`src/rtl/seq_divider_pkg.sv`:
```
// Shared definitions for the sequential MIPS DIV/DIVU divider: default width
// and the controller state encoding.
package seq_divider_pkg;

    localparam int DIV_WIDTH_DEFAULT = 32;

    typedef enum logic [1:0] {
        DIV_IDLE = 2'd0,
        DIV_CALC = 2'd1,
        DIV_FIX  = 2'd2
    } div_state_e;

endpackage

```
`src/rtl/seq_divider_div_step.sv`:
```
// Combinational N-bit trial subtractor (diff = a - b) built as a borrow-ripple
// chain of full-subtractor cells; bout set means a < b.
module div_step #(
    parameter int N = 33
) (
    output logic [N-1:0] diff,
    output logic         bout,
    input  logic [N-1:0] a,
    input  logic [N-1:0] b
);

    logic [N:0] borrow;

    assign borrow[0] = 1'b0;

    for (genvar i = 0; i < N; i++) begin : g_cell
        assign diff[i]       = a[i] ^ b[i] ^ borrow[i];
        assign borrow[i + 1] = (~a[i] & b[i]) | (~(a[i] ^ b[i]) & borrow[i]);
    end

    assign bout = borrow[N];

endmodule

```
`src/rtl/seq_divider.sv`:
```
// Multi-cycle restoring divider for MIPS DIV/DIVU: one trial subtract per cycle,
// magnitudes in, sign fix-up at the end; quotient -> LO, remainder -> HI.
module seq_divider
    import seq_divider_pkg::*;
#(
    parameter int WIDTH = DIV_WIDTH_DEFAULT,
    parameter int CNT_W = 6
) (
    input  logic             clk,
    input  logic             rst,
    input  logic             start,
    input  logic             is_signed,
    input  logic [WIDTH-1:0] dividend,
    input  logic [WIDTH-1:0] divisor,
    output logic             busy,
    output logic             done,
    output logic [WIDTH-1:0] quotient,
    output logic [WIDTH-1:0] remainder,
    output logic             div_zero,
    output div_state_e       state
);

    // Handshake: start is taken only in IDLE with busy low; busy stays high for
    // the CALC and FIX cycles, then done pulses for one cycle with the results.
    div_state_e       state_q, state_d;
    logic [CNT_W-1:0] cnt_q, cnt_d;
    logic [WIDTH-1:0] dvd_q, dvd_d;
    logic [WIDTH-1:0] dsr_q, dsr_d;
    logic [WIDTH-1:0] p_q, p_d;
    logic             neg_quo_q, neg_quo_d;
    logic             neg_rem_q, neg_rem_d;
    logic             dz_q, dz_d;
    logic             busy_q, busy_d;
    logic             done_q, done_d;
    logic [WIDTH-1:0] quo_q, quo_d;
    logic [WIDTH-1:0] rem_q, rem_d;
    logic             dzo_q, dzo_d;

    logic [WIDTH:0]   shift;
    logic [WIDTH:0]   trial_diff;
    logic             trial_bout;
    logic             step_ok;

    function automatic logic [WIDTH-1:0] negate(input logic [WIDTH-1:0] x);
        return ~x + WIDTH'(1);
    endfunction

    assign shift = {p_q, dvd_q[WIDTH-1]};

    div_step #(
        .N(WIDTH + 1)
    ) u_step (
        .diff(trial_diff),
        .bout(trial_bout),
        .a   (shift),
        .b   ({1'b0, dsr_q})
    );

    // A successful trial never leaves its top bit set; folding it in keeps every bit used.
    assign step_ok = ~trial_bout & ~trial_diff[WIDTH];

    always_comb begin
        state_d   = state_q;
        cnt_d     = cnt_q;
        dvd_d     = dvd_q;
        dsr_d     = dsr_q;
        p_d       = p_q;
        neg_quo_d = neg_quo_q;
        neg_rem_d = neg_rem_q;
        dz_d      = dz_q;
        busy_d    = busy_q;
        done_d    = 1'b0;
        quo_d     = quo_q;
        rem_d     = rem_q;
        dzo_d     = dzo_q;
        case (state_q)
            DIV_IDLE: begin
                if (start && !busy_q) begin
                    state_d   = DIV_CALC;
                    busy_d    = 1'b1;
                    dvd_d     = (is_signed && dividend[WIDTH-1]) ? negate(dividend) : dividend;
                    dsr_d     = (is_signed && divisor[WIDTH-1]) ? negate(divisor) : divisor;
                    neg_quo_d = is_signed && (dividend[WIDTH-1] ^ divisor[WIDTH-1]);
                    neg_rem_d = is_signed && dividend[WIDTH-1];
                    dz_d      = (divisor == '0);
                    p_d       = '0;
                    cnt_d     = '0;
                end
            end
            DIV_CALC: begin
                p_d   = step_ok ? trial_diff[WIDTH-1:0] : shift[WIDTH-1:0];
                dvd_d = {dvd_q[WIDTH-2:0], step_ok};
                cnt_d = cnt_q + CNT_W'(1);
                if (cnt_d == CNT_W'(WIDTH)) begin
                    state_d = DIV_FIX;
                end
            end
            DIV_FIX: begin
                state_d = DIV_IDLE;
                busy_d  = 1'b0;
                done_d  = 1'b1;
                dzo_d   = dz_q;
                // Divide by zero: the partial remainder already holds |dividend|,
                // so restoring its sign gives back the original dividend.
                quo_d   = dz_q ? '1 : (neg_quo_q ? negate(dvd_q) : dvd_q);
                rem_d   = neg_rem_q ? negate(p_q) : p_q;
            end
            default: begin
                state_d = DIV_IDLE;
                busy_d  = 1'b0;
            end
        endcase
    end

    always_ff @(posedge clk) begin
        if (rst) begin
            state_q   <= DIV_IDLE;
            cnt_q     <= '0;
            dvd_q     <= '0;
            dsr_q     <= '0;
            p_q       <= '0;
            neg_quo_q <= 1'b0;
            neg_rem_q <= 1'b0;
            dz_q      <= 1'b0;
            busy_q    <= 1'b0;
            done_q    <= 1'b0;
            quo_q     <= '0;
            rem_q     <= '0;
            dzo_q     <= 1'b0;
        end else begin
            state_q   <= state_d;
            cnt_q     <= cnt_d;
            dvd_q     <= dvd_d;
            dsr_q     <= dsr_d;
            p_q       <= p_d;
            neg_quo_q <= neg_quo_d;
            neg_rem_q <= neg_rem_d;
            dz_q      <= dz_d;
            busy_q    <= busy_d;
            done_q    <= done_d;
            quo_q     <= quo_d;
            rem_q     <= rem_d;
            dzo_q     <= dzo_d;
        end
    end

    assign busy      = busy_q;
    assign done      = done_q;
    assign quotient  = quo_q;
    assign remainder = rem_q;
    assign div_zero  = dzo_q;
    assign state     = state_q;

endmodule
```
`config.mk`:
```
export PLATFORM = sky130hd
export DESIGN_NAME = seq_divider
export DESIGN_NICKNAME = d
export VERILOG_FILES = /design/src/rtl/seq_divider_pkg.sv /design/src/rtl/seq_divider_div_step.sv /design/src/rtl/seq_divider.sv
export SDC_FILE = /design/constraint.sdc
export NUM_CORES = 1
export LEC_CHECK = 0
export ABC_AREA = 1
export ABC_CLOCK_PERIOD_IN_PS = 31200
export CAP_MARGIN = 20
export CORE_ASPECT_RATIO = 1.1
export CORE_UTILIZATION = 40
export DETAILED_ROUTE_END_ITERATION = 12
export PLACE_DENSITY_LB_ADDON = 0.08
export REMOVE_ABC_BUFFERS = 1
export SYNTH_ARGS = -nofsm -noshare
export SYNTH_HDL_FRONTEND = slang
export SYNTH_SLANG_ARGS = --single-unit
```
`constraint.sdc`:
```
create_clock -name clk -period 31.2 [get_ports clk]
set_input_delay 9.36 -clock clk [delete_from_list [all_inputs] [get_ports clk]]
set_output_delay 9.36 -clock clk [all_outputs]
set_load 0.05 [all_outputs]
```
== Word level (Yosys, flattened, before mapping) ==
Index checks and enable logic that the tools add are counted.

* Flip-flop bits (word level): 174

* Equal/unequal tests: 5
* Reductions and logical operators: 12
* $add $sub $neg: 5
* Bitwise gates (word level): 232
* Muxes and demuxes: 18

{| class="wikitable"
|+ Operators by type and width
! operator !! number
|-
| 32-bit two-way mux || 8
|-
| 32-bit by 1-bit adder with 32-bit output (second input constant) || 4
|-
| 32-bit inverter || 4
|-
| 32-bit case mux with 2 select lines || 2
|-
| 1-bit inverter || 67
|-
| 1-bit AND || 65
|-
| 1-bit XOR || 65
|-
| 32-bit zero test || 1
|-
| 1-bit OR || 31
|-
| 6-bit case mux with 2 select lines || 1
|-
| 2-bit AND reduction || 4
|-
| 6-bit by 1-bit adder with 6-bit output (second input constant) || 1
|-
| 6-bit == test (second input constant) || 1
|-
| 6-bit two-way mux || 1
|-
| 1-bit logical AND || 4
|-
| 2-bit two-way mux || 2
|-
| 2-bit inequality test (second input constant) || 2
|-
| 2-bit case mux with 2 select lines || 1
|-
| 2-bit by 1-bit == test with 1-bit output (second input constant) || 1
|-
| 2-bit == test (second input constant) || 1
|-
| 2-bit zero test || 1
|-
| 1-bit two-way mux || 2
|-
| 1-bit case mux with 2 select lines || 1
|-
| 2-bit nonzero test || 1
|-
| 1-bit zero test || 1
|}

== Depth between registers and ports, before layout ==
* Depth after elaboration: 69
* Depth in mapped cells: 43
* Gate-level depth less buffers: 41

== By module ==
Synthesis repeated with hierarchy kept, for this count alone.

* Cell total of the unflattened synthesis: 1833
* Area, all modules: 11574.9 µm²

{| class="wikitable"
|+ By module, submodules not included
! module !! area each (µm²) !! cells an instance !! instances
|-
| seq_divider || 10666.5 || 1732 || 1
|-
| div_step || 908.4 || 101 || 1
|}

== Worst setup path before layout ==
No wires, ideal clock.

* Kind: register to register
* From: register dvd_q[31]
* To: register p_q[24]
* Period minus slack after synthesis: 13.215 ns
* Setup slack: 17.985 ns
* Stages on the path, launching flop included: 44
* Arrival time: 13.083 ns
* Setup time: 0.132 ns
* Cells stage by stage: dfxtp_1 -> inv_1 -> ha_1 -> inv_1 -> fa_1 -> inv_1 -> fa_1 -> inv_1 -> fa_1 -> fa_1 -> fa_1 -> fa_1 -> fa_1 -> fa_1 -> fa_1 -> fa_1 -> fa_1 -> fa_1 -> [... 8 more ...] -> fa_1 -> fa_1 -> fa_1 -> fa_1 -> fa_1 -> fa_1 -> fa_1 -> fa_1 -> fa_1 -> fa_1 -> fa_1 -> or2_2 -> nand2_2 -> inv_1 -> buf_2 -> buf_2 -> nor2_1 -> o32ai_1

* Word-level cells in the longest chain between the ends: 69
* Elaborated cells on any way between the ends: 72

{| class="wikitable"
|+ RTL lines
! what !! RTL line !! source
|-
| from (decl) || seq_divider.sv:27 || <nowiki>logic [WIDTH-1:0] dvd_q, dvd_d;</nowiki>
|-
| from (signal assigned) || seq_divider.sv:133 || <nowiki>dvd_q <= dvd_d;</nowiki>
|-
| 1-bit inverter * || seq_divider_div_step.sv:18 || <nowiki>assign borrow[i + 1] = (~a[i] & b[i]) | (~(a[i] ^ b[i]) & borrow[i]);</nowiki>
|-
| 1-bit AND * (2 in a row) || seq_divider_div_step.sv:18 ||
|-
| 1-bit OR * || seq_divider_div_step.sv:18 ||
|-
| 1-bit AND * || seq_divider_div_step.sv:18 ||
|-
| 1-bit OR * || seq_divider_div_step.sv:18 ||
|-
| 1-bit AND * || seq_divider_div_step.sv:18 ||
|-
| 1-bit OR * || seq_divider_div_step.sv:18 ||
|-
| 1-bit AND * || seq_divider_div_step.sv:18 ||
|-
| [... 52 more ...] || n/a ||
|-
| 1-bit OR || seq_divider_div_step.sv:18 ||
|-
| 1-bit AND || seq_divider_div_step.sv:18 ||
|-
| 1-bit OR || seq_divider_div_step.sv:18 ||
|-
| 1-bit AND / 1-bit XOR (equally long branches) || seq_divider_div_step.sv:18, seq_divider_div_step.sv:17 ||
|-
| 1-bit inverter || seq_divider.sv:60 || <nowiki>assign step_ok = ~trial_bout & ~trial_diff[WIDTH];</nowiki>
|-
| 1-bit AND || seq_divider.sv:60 ||
|-
| 32-bit two-way mux * || seq_divider.sv:91 || <nowiki>p_d = step_ok ? trial_diff[WIDTH-1:0] : shift[WIDTH-1:0];</nowiki>
|-
| 32-bit case mux with 2 select lines * || seq_divider.sv:76 || <nowiki>case (state_q)</nowiki>
|-
| to (signal assigned) || seq_divider.sv:135 || <nowiki>p_q <= p_d;</nowiki>
|-
| to (decl) || seq_divider.sv:29 || <nowiki>logic [WIDTH-1:0] p_q, p_d;</nowiki>
|}

Mark *: on every way between the ends. The rest lies on a longest branch, timed or not.
A chain may end at the register's enable or synchronous reset.

== Worst setup path after layout ==
* From: register dvd_q[31]
* To: register p_q[10]

* Word-level cells in the longest chain between the ends: 69
* Elaborated cells on any way between the ends: 72

{| class="wikitable"
|+ RTL lines
! what !! RTL line
|-
| 1-bit inverter * || seq_divider_div_step.sv:18
|-
| 1-bit AND * (2 in a row) || seq_divider_div_step.sv:18
|-
| 1-bit OR * || seq_divider_div_step.sv:18
|-
| 1-bit AND * || seq_divider_div_step.sv:18
|-
| 1-bit OR * || seq_divider_div_step.sv:18
|-
| 1-bit AND * || seq_divider_div_step.sv:18
|-
| 1-bit OR * || seq_divider_div_step.sv:18
|-
| 1-bit AND * || seq_divider_div_step.sv:18
|-
| [... 52 more ...] || n/a
|-
| 1-bit OR || seq_divider_div_step.sv:18
|-
| 1-bit AND || seq_divider_div_step.sv:18
|-
| 1-bit OR || seq_divider_div_step.sv:18
|-
| 1-bit AND / 1-bit XOR (equally long branches) || seq_divider_div_step.sv:18, seq_divider_div_step.sv:17
|-
| 1-bit inverter || seq_divider.sv:60
|-
| 1-bit AND || seq_divider.sv:60
|-
| 32-bit two-way mux * || seq_divider.sv:91
|-
| 32-bit case mux with 2 select lines * || seq_divider.sv:76
|}

Marked as above.

==> impl_metrics.prom <==
# TYPE chip_impl_metric gauge
chip_impl_info{name="tritoncts",value="yes"} 1
chip_impl_metric{name="mapped_area",unit="um2"} 11000
chip_impl_metric{name="cts_sinks",unit=""} 174
chip_impl_metric{name="initial_utilization",unit="%"} 40.8
chip_impl_metric{name="fmaxAchievable",unit="GHz"} 0.0676
chip_impl_metric{name="total_core_area",unit="um2"} 27000
chip_impl_metric{name="fin_setup_tns",unit="ns"} 0
chip_impl_info{name="synth_ff_type",value="sky130_fd_sc_hd__dfxtp_1"} 1
chip_impl_metric{name="ff2ff_setup_slack",unit="ns"} 16.40
chip_impl_info{name="synth_largest_area_cell",value="sky130_fd_sc_hd__dfxtp_1"} 1
chip_impl_metric{name="clk_transition_reported_paths",unit="ns"} 0.07
chip_impl_metric{name="drt_first_pass_iters",unit=""} 5
chip_impl_metric{name="total_count_of_hold_check_failures_in_the_final_report",unit=""} 0
chip_impl_metric{name="yosys_warnings",unit=""} 0
chip_impl_info{name="timing.critical_path.from",value="dvd_q[31]$_SDFFE_PP0P_"} 1
chip_impl_metric{name="yosys_register_bits",unit=""} 174
chip_impl_metric{name="grt_util_all_layers",unit="%"} 23.2
chip_impl_metric{name="worstMarginPinSlew",unit="ns"} 1.03
chip_impl_metric{name="antenna_found_initial",unit=""} 0
chip_impl_info{name="crit_path_start_kind",value="flip-flop"} 1
chip_impl_metric{name="ant_nets_after_route",unit=""} 0
chip_impl_info{name="endpoint",value="p_q[10]$_SDFFE_PP0P_"} 1
chip_impl_metric{name="postLayoutCellArea",unit="um2"} 13200
chip_impl_metric{name="post_drt_wl_per_cell",unit="um"} 15.1
chip_impl_metric{name="count_of_nets_after_finishing",unit=""} 1911
chip_impl_metric{name="power.density",unit="nW/um2"} 56.0
chip_impl_metric{name="grt_pass1_vias",unit=""} 10000
chip_impl_metric{name="timing.max_cap.violations",unit=""} 0
chip_impl_metric{name="ctsHtreeMaxLevel",unit=""} 4
chip_impl_metric{name="number_of_flops_mapped_to_enable_cells_by_yosys",unit=""} 0
chip_impl_metric{name="clkLatencyLatePin",unit="ns"} 0.44
chip_impl_info{name="grt_setup_unrepaired",value="false"} 1
chip_impl_metric{name="area.sequential",unit="um2"} 3480
chip_impl_metric{name="finalCritPeriodShare",unit="%"} 47.4
chip_impl_metric{name="worst-path-max-fanout",unit=""} 37
chip_impl_metric{name="async_flop_share",unit="%"} 0
chip_impl_metric{name="skew_final",unit="ns"} 0.0100
chip_impl_metric{name="vertical_extent_of_the_die",unit="um"} 176
chip_impl_metric{name="avgViaCountPerCell",unit=""} 5.15
chip_impl_metric{name="antenna_cells",unit=""} 0
chip_impl_info{name="endpoint_of_the_worst_register_to_register_path",value="p_q[10]$_SDFFE_PP0P_"} 1
chip_impl_metric{name="first_iter_violations",unit=""} 892
chip_impl_metric{name="mean_post_synth_cell_area",unit="um2"} 6.43
chip_impl_metric{name="timing.slew.headroom",unit="%"} 31.4
chip_impl_info{name="min-delay-path-class",value="flip-flop to flip-flop"} 1
chip_impl_metric{name="worst-r2r-cell-count",unit=""} 41
chip_impl_info{name="crit_slowest_cell",value="sky130_fd_sc_hd__inv_1"} 1
chip_impl_metric{name="routed_wl",unit="um"} 32800
chip_impl_metric{name="final.fill_count",unit=""} 2821
chip_impl_metric{name="place_congestion",unit=""} 0.909
chip_impl_metric{name="ctsLongestPathBuffers",unit=""} 2
chip_impl_metric{name="tritoncts.num_buffers",unit=""} 17
chip_impl_metric{name="die_x",unit="um"} 160
chip_impl_info{name="r2r-start",value="dvd_q[31]$_SDFFE_PP0P_"} 1
chip_impl_info{name="cpMostUsedCell",value="sky130_fd_sc_hd__fa_1"} 1
chip_impl_metric{name="synth.top_cell.area_share",unit="%"} 31.6
chip_impl_metric{name="floorplan.rows",unit=""} 63
chip_impl_info{name="timing.setup.critical_path_class",value="flip-flop to flip-flop"} 1
chip_impl_metric{name="post_route_cells_drive_above_1_share",unit="%"} 3.63
chip_impl_metric{name="ir_worst_vdd",unit="mV"} 0.0376
chip_impl_metric{name="portBuffers",unit=""} 136
chip_impl_metric{name="place.detailed.hpwl",unit="um"} 24200
chip_impl_metric{name="crit_arrival",unit="ns"} 15.07
chip_impl_metric{name="yosysSeqAreaShare",unit="%"} 31.6
chip_impl_metric{name="maxSlewViolCount",unit=""} 0
chip_impl_metric{name="io-pin-count",unit=""} 137
chip_impl_metric{name="drt_drc_violations_left",unit=""} 0
chip_impl_info{name="synth_top_cells_by_area",value="sky130_fd_sc_hd__dfxtp_1 32%, sky130_fd_sc_hd__nand2_1 12%, sky130_fd_sc_hd__nor2_1 9.7%"} 1
chip_impl_metric{name="yosysUniqueCellTypes",unit=""} 36
chip_impl_metric{name="finalSetupViolCount",unit=""} 0
chip_impl_info{name="end_kind",value="flip-flop"} 1
chip_impl_metric{name="post-route-min-period",unit="ns"} 14.80
chip_impl_metric{name="hold_bufs_inserted_after_cts",unit=""} 0
chip_impl_metric{name="placedInstanceArea",unit="um2"} 12600
chip_impl_metric{name="cts_repair_resize_count",unit=""} 0
chip_impl_metric{name="vias",unit=""} 11200
chip_impl_metric{name="postLayoutCoreUtil",unit="%"} 48.7
chip_impl_metric{name="worst_ep_required_time",unit="ns"} 31.47
chip_impl_metric{name="grt_pass1_wl",unit="um"} 52500
chip_impl_metric{name="area_growth",unit="%"} 19.5
chip_impl_info{name="clock_tree.root_cell",value="sky130_fd_sc_hd__clkbuf_16"} 1
chip_impl_metric{name="leakage",unit="uW"} 0.00573
chip_impl_info{name="status",value="finished, final reports clean"} 1
chip_impl_metric{name="area_of_the_multi_input_gates",unit="um2"} 6310
chip_impl_metric{name="grt_start_max_net_pins",unit=""} 70
chip_impl_metric{name="grt.overflow.total",unit=""} 0
chip_impl_metric{name="design.die.area",unit="um2"} 28200
chip_impl_metric{name="synth_instances",unit=""} 1715
chip_impl_metric{name="cts_post_setup_buffers_inserted",unit=""} 0
chip_impl_metric{name="max_stage_delay",unit="ns"} 0.67
==> through the flow <==
| stage | total power [uW] | std cells | setup slack (ns) | hold slack (ns) |
|---|---|---|---|---|
| after global routing | 788 | 2176 | 15.77 | 0.509 |
| final | 737 | 2176 | 16.40 | 0.480 |
| after detailed placement | 527 | 2143 | 16.54 | 0.472 |
| after floorplan | 447 | 1643 | 17.61 | 0.452 |
| after CTS | 737 | 2175 | 16.52 | 0.482 |
| after global placement | 527 | 2143 | 16.58 | 0.465 |
==> metal layers <==
layer	up-vias	share of wire [%]	global-route usage [%]
met5	-	0	0
met4	0	1.9	6.94
met3	40	6.2	3.45
met2	351	41	33.9
met1	5086	51	34.8
li1	5731	-	-
==> critical path: cells and delay by family (launching register included) <==
family	cells	cell delay [ns]
buffers and inverters	5	0.96
DFF	1	0.34
adders and majority gates	32	12.12
AOI/OAI and AO/OA	1	0.10
and+or+nand+nor	3	1.08
==> worst min-delay path by stage <==
stage,startpoint,end,slack [ns],depth (start not counted)
2_1_floorplan,cnt_q[5]$_SDFFE_PP0P_,cnt_q[5]$_SDFFE_PP0P_,0.45,2
3_3_place_gp,cnt_q[5]$_SDFFE_PP0P_,cnt_q[5]$_SDFFE_PP0P_,0.46,2
3_5_place_dp,busy$_SDFFE_PP0P_,busy$_SDFFE_PP0P_,0.47,2
4_1_cts,busy$_SDFFE_PP0P_,busy$_SDFFE_PP0P_,0.48,2
5_1_grt,cnt_q[1]$_SDFFE_PP0P_,cnt_q[1]$_SDFFE_PP0P_,0.51,2
6_report,busy$_SDFFE_PP0P_,busy$_SDFFE_PP0P_,0.48,2
==> state kept, by name (all words and copies together), names as in the netlist, 2 cells and up <==
register   cells
cnt_q          6
dsr_q         32
dvd_q         32
p_q           32
quotient      32
remainder     32
state          2
==> cell usage after synthesis, types with 10 or more instances <==
master / instances
sky130_fd_sc_hd__nand2_1: 355
sky130_fd_sc_hd__nor2_1: 284
sky130_fd_sc_hd__inv_1: 241
sky130_fd_sc_hd__dfxtp_1: 174
sky130_fd_sc_hd__nand3_1: 135
sky130_fd_sc_hd__o21ai_0: 108
sky130_fd_sc_hd__a21oi_1: 97
sky130_fd_sc_hd__clkbuf_1: 38
sky130_fd_sc_hd__fa_1: 31
sky130_fd_sc_hd__buf_2: 29
sky130_fd_sc_hd__nand4_1: 28
sky130_fd_sc_hd__xor2_1: 28
sky130_fd_sc_hd__o32ai_1: 26
sky130_fd_sc_hd__a31oi_1: 23
sky130_fd_sc_hd__o22ai_1: 21
sky130_fd_sc_hd__nor3_1: 11
sky130_fd_sc_hd__o211ai_1: 11
sky130_fd_sc_hd__o221ai_1: 10
==> cells by family (layout without fill, tap and decap cells) <==
family	after synthesis	after routing	share of synthesized area (%)
xor+xnor	33	33	2.62
buf+inv	319	423	11.2
fa+ha+maj	37	37	6.31
simple gates	839	839	31.8
flops	174	174	31.6
compound gates	313	313	16.5
==> final cells by class <==
type	instances	share of cell area [%]
clock buffer	20	3.47
multi-input combinational	1222	47.9
sequential	174	26.4
inverter	247	7.04
timing repair buffer	144	10.9
clock inverter	12	0.836
tap	357	3.39
==> layout by cell type (no fill, tap or decap), types with 3 or more instances in the layout <==
master | synthesis | layout
sky130_fd_sc_hd__inv_1 | 241 | 240
sky130_fd_sc_hd__ha_1 | 6 | 6
sky130_fd_sc_hd__clkdlybuf4s50_1 | 0 | 135
sky130_fd_sc_hd__o221ai_1 | 10 | 10
sky130_fd_sc_hd__inv_2 | 6 | 7
sky130_fd_sc_hd__nand4_1 | 28 | 28
sky130_fd_sc_hd__clkbuf_16 | 0 | 17
sky130_fd_sc_hd__xnor2_1 | 5 | 5
sky130_fd_sc_hd__xor2_1 | 28 | 28
sky130_fd_sc_hd__nand2_2 | 4 | 4
sky130_fd_sc_hd__clkinv_2 | 0 | 3
sky130_fd_sc_hd__buf_4 | 0 | 8
sky130_fd_sc_hd__nor2_4 | 5 | 6
sky130_fd_sc_hd__a21oi_1 | 97 | 97
sky130_fd_sc_hd__o21ai_1 | 9 | 9
sky130_fd_sc_hd__o211ai_1 | 11 | 11
sky130_fd_sc_hd__or2_2 | 5 | 5
sky130_fd_sc_hd__o22ai_1 | 21 | 21
sky130_fd_sc_hd__nand2_1 | 355 | 355
sky130_fd_sc_hd__o31ai_1 | 3 | 3
sky130_fd_sc_hd__dfxtp_1 | 174 | 174
sky130_fd_sc_hd__nand3b_1 | 7 | 7
sky130_fd_sc_hd__nand3_1 | 135 | 135
sky130_fd_sc_hd__a31oi_1 | 23 | 23
sky130_fd_sc_hd__nor2_1 | 284 | 284
sky130_fd_sc_hd__inv_6 | 0 | 3
sky130_fd_sc_hd__clkinvlp_4 | 0 | 4
sky130_fd_sc_hd__nor3_1 | 11 | 11
sky130_fd_sc_hd__fa_1 | 31 | 31
sky130_fd_sc_hd__o32ai_1 | 26 | 26
sky130_fd_sc_hd__o21ai_0 | 108 | 108
==> report_power, final <==
part | internal (uW) | switching, uW
Clock | 115 | 95.1
Combinational | 94.0 | 180
Sequential | 237 | 15.9
Total | 446 | 291
(Power assumes the default switching activity.)
